File: src/rtl/instr_sequencer.sv
// Program sequencer feeding the jericalla datapath.
// Loadable program memory, PC walk, valid/ready issue, halt.
module instr_sequencer #(
  parameter int INSTR_W = 17,
  parameter int DEPTH   = 16,
  parameter int PC_W    = 4
) (
  input  logic               clk,
  input  logic               rst,
  input  logic               load_en,
  input  logic [PC_W-1:0]    load_addr,
  input  logic [INSTR_W-1:0] load_data,
  input  logic [PC_W:0]      prog_len,
  input  logic               start,
  input  logic               halt_req,
  output logic [INSTR_W-1:0] instr_out,
  output logic               instr_valid,
  input  logic               instr_ready,
  output logic [PC_W-1:0]    pc,
  output logic [PC_W:0]      issued,
  output logic               busy,
  output logic               done
);

  typedef enum logic [1:0] {
    IDLE  = 2'd0,
    FETCH = 2'd1,
    ISSUE = 2'd2,
    DONE  = 2'd3
  } state_t;

  state_t state_q, state_d;

  logic [INSTR_W-1:0] mem [DEPTH];

  logic [PC_W-1:0]    pc_q, pc_d;
  logic [PC_W:0]      issued_q, issued_d;
  logic [PC_W:0]      len_q, len_d;
  logic               halt_q, halt_d;
  logic [INSTR_W-1:0] out_q, out_d;

  logic               can_load;
  logic [PC_W:0]      issued_inc;

  assign can_load   = (state_q == IDLE) || (state_q == DONE);
  assign issued_inc = issued_q + 1'b1;

  // Program memory write port; contents survive reset.
  always_ff @(posedge clk) begin
    if (load_en && can_load) begin
      mem[load_addr] <= load_data;
    end
  end

  // State and datapath registers.
  always_ff @(posedge clk or posedge rst) begin
    if (rst) begin
      state_q  <= IDLE;
      pc_q     <= '0;
      issued_q <= '0;
      len_q    <= '0;
      halt_q   <= 1'b0;
      out_q    <= '0;
    end else begin
      state_q  <= state_d;
      pc_q     <= pc_d;
      issued_q <= issued_d;
      len_q    <= len_d;
      halt_q   <= halt_d;
      out_q    <= out_d;
    end
  end

  // Next-state: start, fetch (registered read), issue handshake.
  always_comb begin
    state_d  = state_q;
    pc_d     = pc_q;
    issued_d = issued_q;
    len_d    = len_q;
    halt_d   = halt_q;
    out_d    = out_q;
    unique case (state_q)
      IDLE, DONE: begin
        if (start) begin
          pc_d     = '0;
          issued_d = '0;
          halt_d   = 1'b0;
          len_d    = prog_len;
          if (prog_len == '0) begin
            state_d = DONE;
          end else begin
            state_d = FETCH;
          end
        end
      end
      FETCH: begin
        out_d   = mem[pc_q];
        state_d = ISSUE;
        if (halt_req) halt_d = 1'b1;
      end
      ISSUE: begin
        if (halt_req) halt_d = 1'b1;
        if (instr_ready) begin
          issued_d = issued_inc;
          halt_d   = 1'b0;
          if (issued_inc == len_q) begin
            state_d = DONE;
          end else if (halt_q || halt_req) begin
            state_d = IDLE;
          end else begin
            pc_d    = pc_q + 1'b1;
            state_d = FETCH;
          end
        end
      end
      default: state_d = IDLE;
    endcase
  end

  assign instr_out   = out_q;
  assign instr_valid = (state_q == ISSUE);
  assign pc          = pc_q;
  assign issued      = issued_q;
  assign busy        = (state_q == FETCH) || (state_q == ISSUE);
  assign done        = (state_q == DONE);

endmodule
File: config.mk
export PLATFORM = sky130hd
export DESIGN_NAME = instr_sequencer
export DESIGN_NICKNAME = d
export VERILOG_FILES = /design/src/rtl/instr_sequencer.sv
export SDC_FILE = /design/constraint.sdc
export NUM_CORES = 1
export LEC_CHECK = 0
export ABC_AREA = 1
export CAP_MARGIN = 0
export CORE_ASPECT_RATIO = 0.5
export CORE_MARGIN = 4
export CORE_UTILIZATION = 50
export DETAILED_ROUTE_END_ITERATION = 10
export GPL_ROUTABILITY_DRIVEN = 0
export PLACE_DENSITY_LB_ADDON = 0.2
export SYNTH_ARGS = -nofsm -noshare
export SYNTH_HDL_FRONTEND = slang
export SYNTH_SLANG_ARGS = --single-unit
File: constraint.sdc
create_clock -name clk -period 4.5 [get_ports clk]
set_input_delay 0.9 -clock clk [delete_from_list [all_inputs] [get_ports clk]]
set_output_delay 0.9 -clock clk [all_outputs]
set_load 0.01 [all_outputs]
# Word-level counts from Yosys, hierarchy flattened

Memory sizes are Yosys's and may differ from the RTL's. A register that Yosys moved wholly into a read port is not among the register bits.
Cells that the tools add are included.

Flip-flop bits (word level): 17
Output and inout bits: 29
Memory bits (writable): 272
Memories: 1
Logic and storage cells: 48
Input port bits: 32

Memory list:

| name | depth | bits a word | rd ports | clocked after Yosys merged registers in | write ports | RTL line | text |
|---|---|---|---|---|---|---|---|
| mem  | 16    | 17          | 1        | 1                                       | 1           | 34       | `logic [INSTR_W-1:0] mem [DEPTH];` |

Reductions and logical operators: 12
Add/sub/neg operators: 2
Eq/ne operators: 8
Multiplexer cells: 20

Operators with widths:

| kind                | count |
|---|---|
| $mux 4              | 4 |
| $mux 5              | 2 |
| $pmux 5 s2          | 1 |
| $mux 2              | 4 |
| $pmux 4 s2          | 1 |
| $mux 1              | 6 |
| $ne 2x2->1 const B  | 3 |
| $pmux 2 s3          | 1 |
| $add 5x1->5 const B | 1 |
| $eq 5x5->1          | 1 |
| $logic_not 5->1     | 1 |
| $reduce_and 5->1    | 1 |
| $add 4x1->4 const B | 1 |
| $eq 2x2->1 const B  | 2 |
| $reduce_and 2->1    | 2 |
| $logic_or 1x1->1    | 3 |
| $pmux 1 s3          | 1 |
| $reduce_and 3->1    | 1 |
| $eq 2x1->1 const B  | 1 |
| $logic_not 2->1     | 1 |
| $ne 2x1->1 const B  | 1 |
| $reduce_bool 2->1   | 1 |
| $reduce_or 2->1     | 1 |
| $logic_and 1x1->1   | 1 |

# Longest topological paths before layout

Depth after elaboration: 5
Gate-level depth with buffers: 13
Depth with buffers taken out: 12

# Worst setup path after synthesis

Ideal clock, no wire load.

Path kind: input-to-reg
Start: input port load_addr[0]
End: memory mem[0][0] (enable)
Setup time: 0.413 ns
Buffers on the path: 0
Setup slack: 1.801 ns
Required time: 4.087 ns
Arrival: 2.286 ns
Cell stages on the path: 3
Cell sequence: inv_1 > nand2_1 > nor3_1

RTL lines:

| what            | RTL line | text |
|---|---|---|
| start, declared | 11       | `input logic [PC_W-1:0] load_addr,` |
| end, declared   | 34       |  |

Straight into the memory's write port.

# Final worst setup path

Start: register state_q[0]
End: output port instr_valid

Cells in the longest elaborated chain, start to end: 1

RTL lines:

| what                   | RTL line | text |
|---|---|---|
| start, declared        | 32       | `state_t state_q, state_d;` |
| start signal, assigned | 65       | `state_q <= state_d;` |
| $eq 2x2->1             | 121      | `assign instr_valid = (state_q == ISSUE);` |
| end, declared          | 17       | `output logic instr_valid,` |

Every way passes these cells.

==> flow_metrics.env <==
export IMPL_status="finished, final reports clean"
export IMPL_worstHoldPathType="register to register"
export IMPL_max_slew_worst_pin_slew_ns=1.093
export IMPL_p_int_uw=5228
export IMPL_io_pins=61
export IMPL_power_frac_clock_pct=30.1
export IMPL_relSlewSlack_pct=27.06
export IMPL_r2r_start="state_q[0]"
export IMPL_clk_pin_slew_ns=0.07
export IMPL_cp_start_kind="register"
export IMPL_antennaDiodeCount=0
export IMPL_rsz0062_at_grt="false"
export IMPL_cp_buffers_inverters=2
export IMPL_ys_warn_count=0
export IMPL_layout_nets=1064
export IMPL_dr_wl_met3_microns=2731
export IMPL_path_max_fanout=10
export IMPL_max_freq_mhz=335.8
export IMPL_setup_tns_final_ns=0
export IMPL_core_area_sq_mm=0.02412
export IMPL_grt_use_total_pct=22.53
export IMPL_combPwrFrac_pct=25.1
export IMPL_crit_path_end_kind="output pin"
export IMPL_dr_pass1_iters=5
export IMPL_synth_cells=966
export IMPL_ys_seq_area_share_pct=73.19
export IMPL_power_uw=7633
export IMPL_hold_path_depth=2
export IMPL_vdd_drop_max_mv=0.2569
export IMPL_highest_layer="met5"
export IMPL_syn_nets=1003
export IMPL_grt_start_max_net_pins=66
export IMPL_final_min_clock_period_ns=2.978
export IMPL_clock_path_buffers=3
export IMPL_multiInputGateArea_sq_mm=0.002964
export IMPL_p_sw_share_pct=31.51
export IMPL_num_vias=7787
export IMPL_wl_met1_microns=13970
export IMPL_finalSetupViolations=0
export IMPL_cts_root_buf="clkbuf_16"
export IMPL_regArea_sq_mm=0.009022
export IMPL_fill_cells=1955
export IMPL_switchingPower_uw=2405
export IMPL_hpwl_microns=18840
export IMPL_powerDensity_mw_per_mm2=539.0
export IMPL_die_x_microns=230.0
export IMPL_ctsHtreeMaxLevel=1
export IMPL_clkLatencyLatePin_ns=0.55
export IMPL_crit_slowest_cell="clkdlybuf4s50_1"
export IMPL_wl_microns=30760
export IMPL_fp_dieArea_sq_mm=0.02737
export IMPL_drive_gt1_share_pct=9.160
export IMPL_initial_core_util_pct=51.08
export IMPL_grt_pass1_vias=7499
export IMPL_drcViolationCount=0
export IMPL_grt_overflow_total=0
export IMPL_pwr_share_seq_pct=44.8
export IMPL_slew_violations=0
export IMPL_first_iter_violations=800
export IMPL_clkSinkCount=306
export IMPL_ctsHoldBuffers=0
export IMPL_avgSynthCellArea_sq_um=12.76
export IMPL_post_cts_buffers=0
export IMPL_netlist_area_sq_mm=0.01232
export IMPL_cts_tree="done"
export IMPL_cts_inserted_buffers=27
export IMPL_required_ns=3.60
export IMPL_crit_type="register to output pin"
export IMPL_worst_clock_skew_ns=0.008899
export IMPL_wl_met2_microns=13620
export IMPL_max_stage_delay_ns=0.63
export IMPL_reg2reg_to="mem[5][2]"
export IMPL_rows=40
export IMPL_worstPathCellList="inv_1, ha_1, clkdlybuf4s50_1"
export IMPL_drtAntennaViolNets=0
export IMPL_hold_viol_final=0
export IMPL_synth_cell_types=34
export IMPL_cts_resized=0
export IMPL_ys_ff_latch=306
export IMPL_cap_violations=0
export IMPL_dieHeight_microns=119.0
export IMPL_cp_arrival_ns=2.08
export IMPL_grt_pass1_wl_microns=47040
export IMPL_p_leak_uw=0.004935
export IMPL_syn2layout_area_growth_pct=14.94
export IMPL_finalCritPeriodShare_pct=66.17
export IMPL_reg2reg_slack_ns=1.72
export IMPL_critPathTopFamily="buffers and inverters"
export IMPL_whs_endpoint="instr_out[0]"
export IMPL_antenna_found_initial=1
export IMPL_io_buffers=60
export IMPL_via_per_inst=5.626
export IMPL_rr_worst_depth=6
export IMPL_min_from="instr_out[0]"
export IMPL_avgRoutedWirePerCell_microns=22.22
## how the worst max path moves through the flow
stage | start | to | slack (ns) | depth (start not counted)
final | state_q[0] | instr_valid | 1.52 | 3
after global routing | state_q[0] | instr_valid | 1.42 | 3
after detailed placement | load_en | mem[5][3] | 1.19 | 5
after CTS | state_q[0] | instr_valid | 1.49 | 3
after floorplan | load_addr[0] | mem[0][0] | 1.80 | 3
after global placement | load_en | mem[5][6] | 1.34 | 5
## registers in the layout (all words and copies together) (netlist names)
signal / cells
instr_out: 17
pc: 4
halt_q: 1
mem: 272
len_q: 5
state_q: 2
issued: 5
## cell type report
| type | instances | share of cell area (%) |
|---|---|---|
| Multi-Input combinational cell | 578 | 20.93 |
| Clock inverter | 15 | 1.096 |
| Tap cell | 336 | 2.968 |
| Clock buffer | 35 | 4.983 |
| Sequential cell | 306 | 63.71 |
| Timing Repair Buffer | 81 | 5.442 |
| Inverter | 33 | 0.8746 |
## layout by cell type (no fill, tap or decap), drive strengths merged, types with 21 or more instances in the layout
master and count:
mux2i 34, nor2 96, nand2 196, clkbuf 35
clkdlybuf4s50 60, o22ai 35, o21ai 114, edfxtp 272
dfrtp 34, buf 21, inv 31, a21oi 57
## synthesized netlist by cell type
cell	count	share of area [%]
buf_2	23	0.93
nor2_2	2	0.10
o21ai_0	93	3.8
o211ai_1	7	0.43
inv_2	6	0.18
nor2_4	1	0.091
nor2_1	93	2.8
edfxtp_1	272	66
ha_1	5	0.51
or2_1	1	0.051
nor4_1	1	0.051
o21ai_1	21	0.85
nor3_1	4	0.16
nand2_1	194	5.9
clkbuf_1	17	0.52
buf_6	4	0.37
o211ai_2	10	1.0
nand2_2	2	0.10
buf_4	3	0.18
nand3b_1	2	0.12
nand4_1	4	0.20
dfrtp_1	34	6.9
xnor2_1	1	0.071
a21oi_2	1	0.071
o32ai_1	1	0.071
mux2i_1	34	2.8
a21oi_1	56	2.3
buf_1	1	0.030
inv_1	24	0.73
a31oi_1	1	0.051
o22ai_1	35	1.8
clkinv_1	3	0.091
buf_8	1	0.12
nand3_1	9	0.37
## routing by layer
layer | up-vias | track usage, %
met3 | 36 | 5.449
met2 | 323 | 33.51
li1 | 3602 | -
met5 | - | 0
met1 | 3824 | 34.59
met4 | 2 | 3.623
## worst reg2reg max path, stage by stage (launching register included)
cell	delay, ns
dfrtp_1	0.39
inv_1	0.06
ha_1	0.36
nand2_1	0.27
inv_1	0.21
nand3_1	0.21
nor2_2	0.88
## kinds of logic (layout without fill, tap and decap cells)
logic type | count (synthesis) | after routing | synth area share [%]
buf+inv | 82 | 164 | 3.158
compound gates | 225 | 225 | 10.32
xor+xnor | 1 | 1 | 0.07109
simple gates | 313 | 313 | 9.992
flops | 306 | 306 | 73.19
mux | 34 | 34 | 2.762
fa+ha+maj | 5 | 5 | 0.5077
## power by group through the flow
stage	Combinational, uW	Sequential (uW)	Clock [uW]
after CTS	1910	3420	2330
after global routing	2120	3430	2480
after detailed placement	1910	3480	0
after floorplan	1170	3470	0
final	1910	3420	2300
after global placement	1870	3480	0
## stage by stage
| stage | cells | util, % | area, sq um | hold slack [ns] | setup WS, ns |
|---|---|---|---|---|---|
| after global placement | 1334 | 55.14 | 13300 | 0.4818 | 1.345 |
| after CTS | 1384 | 58.71 | 14160 | 0.5076 | 1.488 |
| after detailed placement | 1334 | 55.14 | 13300 | 0.4865 | 1.186 |
| after floorplan | 966 | - | 12320 | 0.4530 | 1.801 |
| after global routing | 1384 | 58.71 | 14160 | 0.5416 | 1.415 |
| final | 1384 | 58.71 | 14160 | 0.5026 | 1.522 |
No activity file was read; power rests on OpenSTA's default activity.
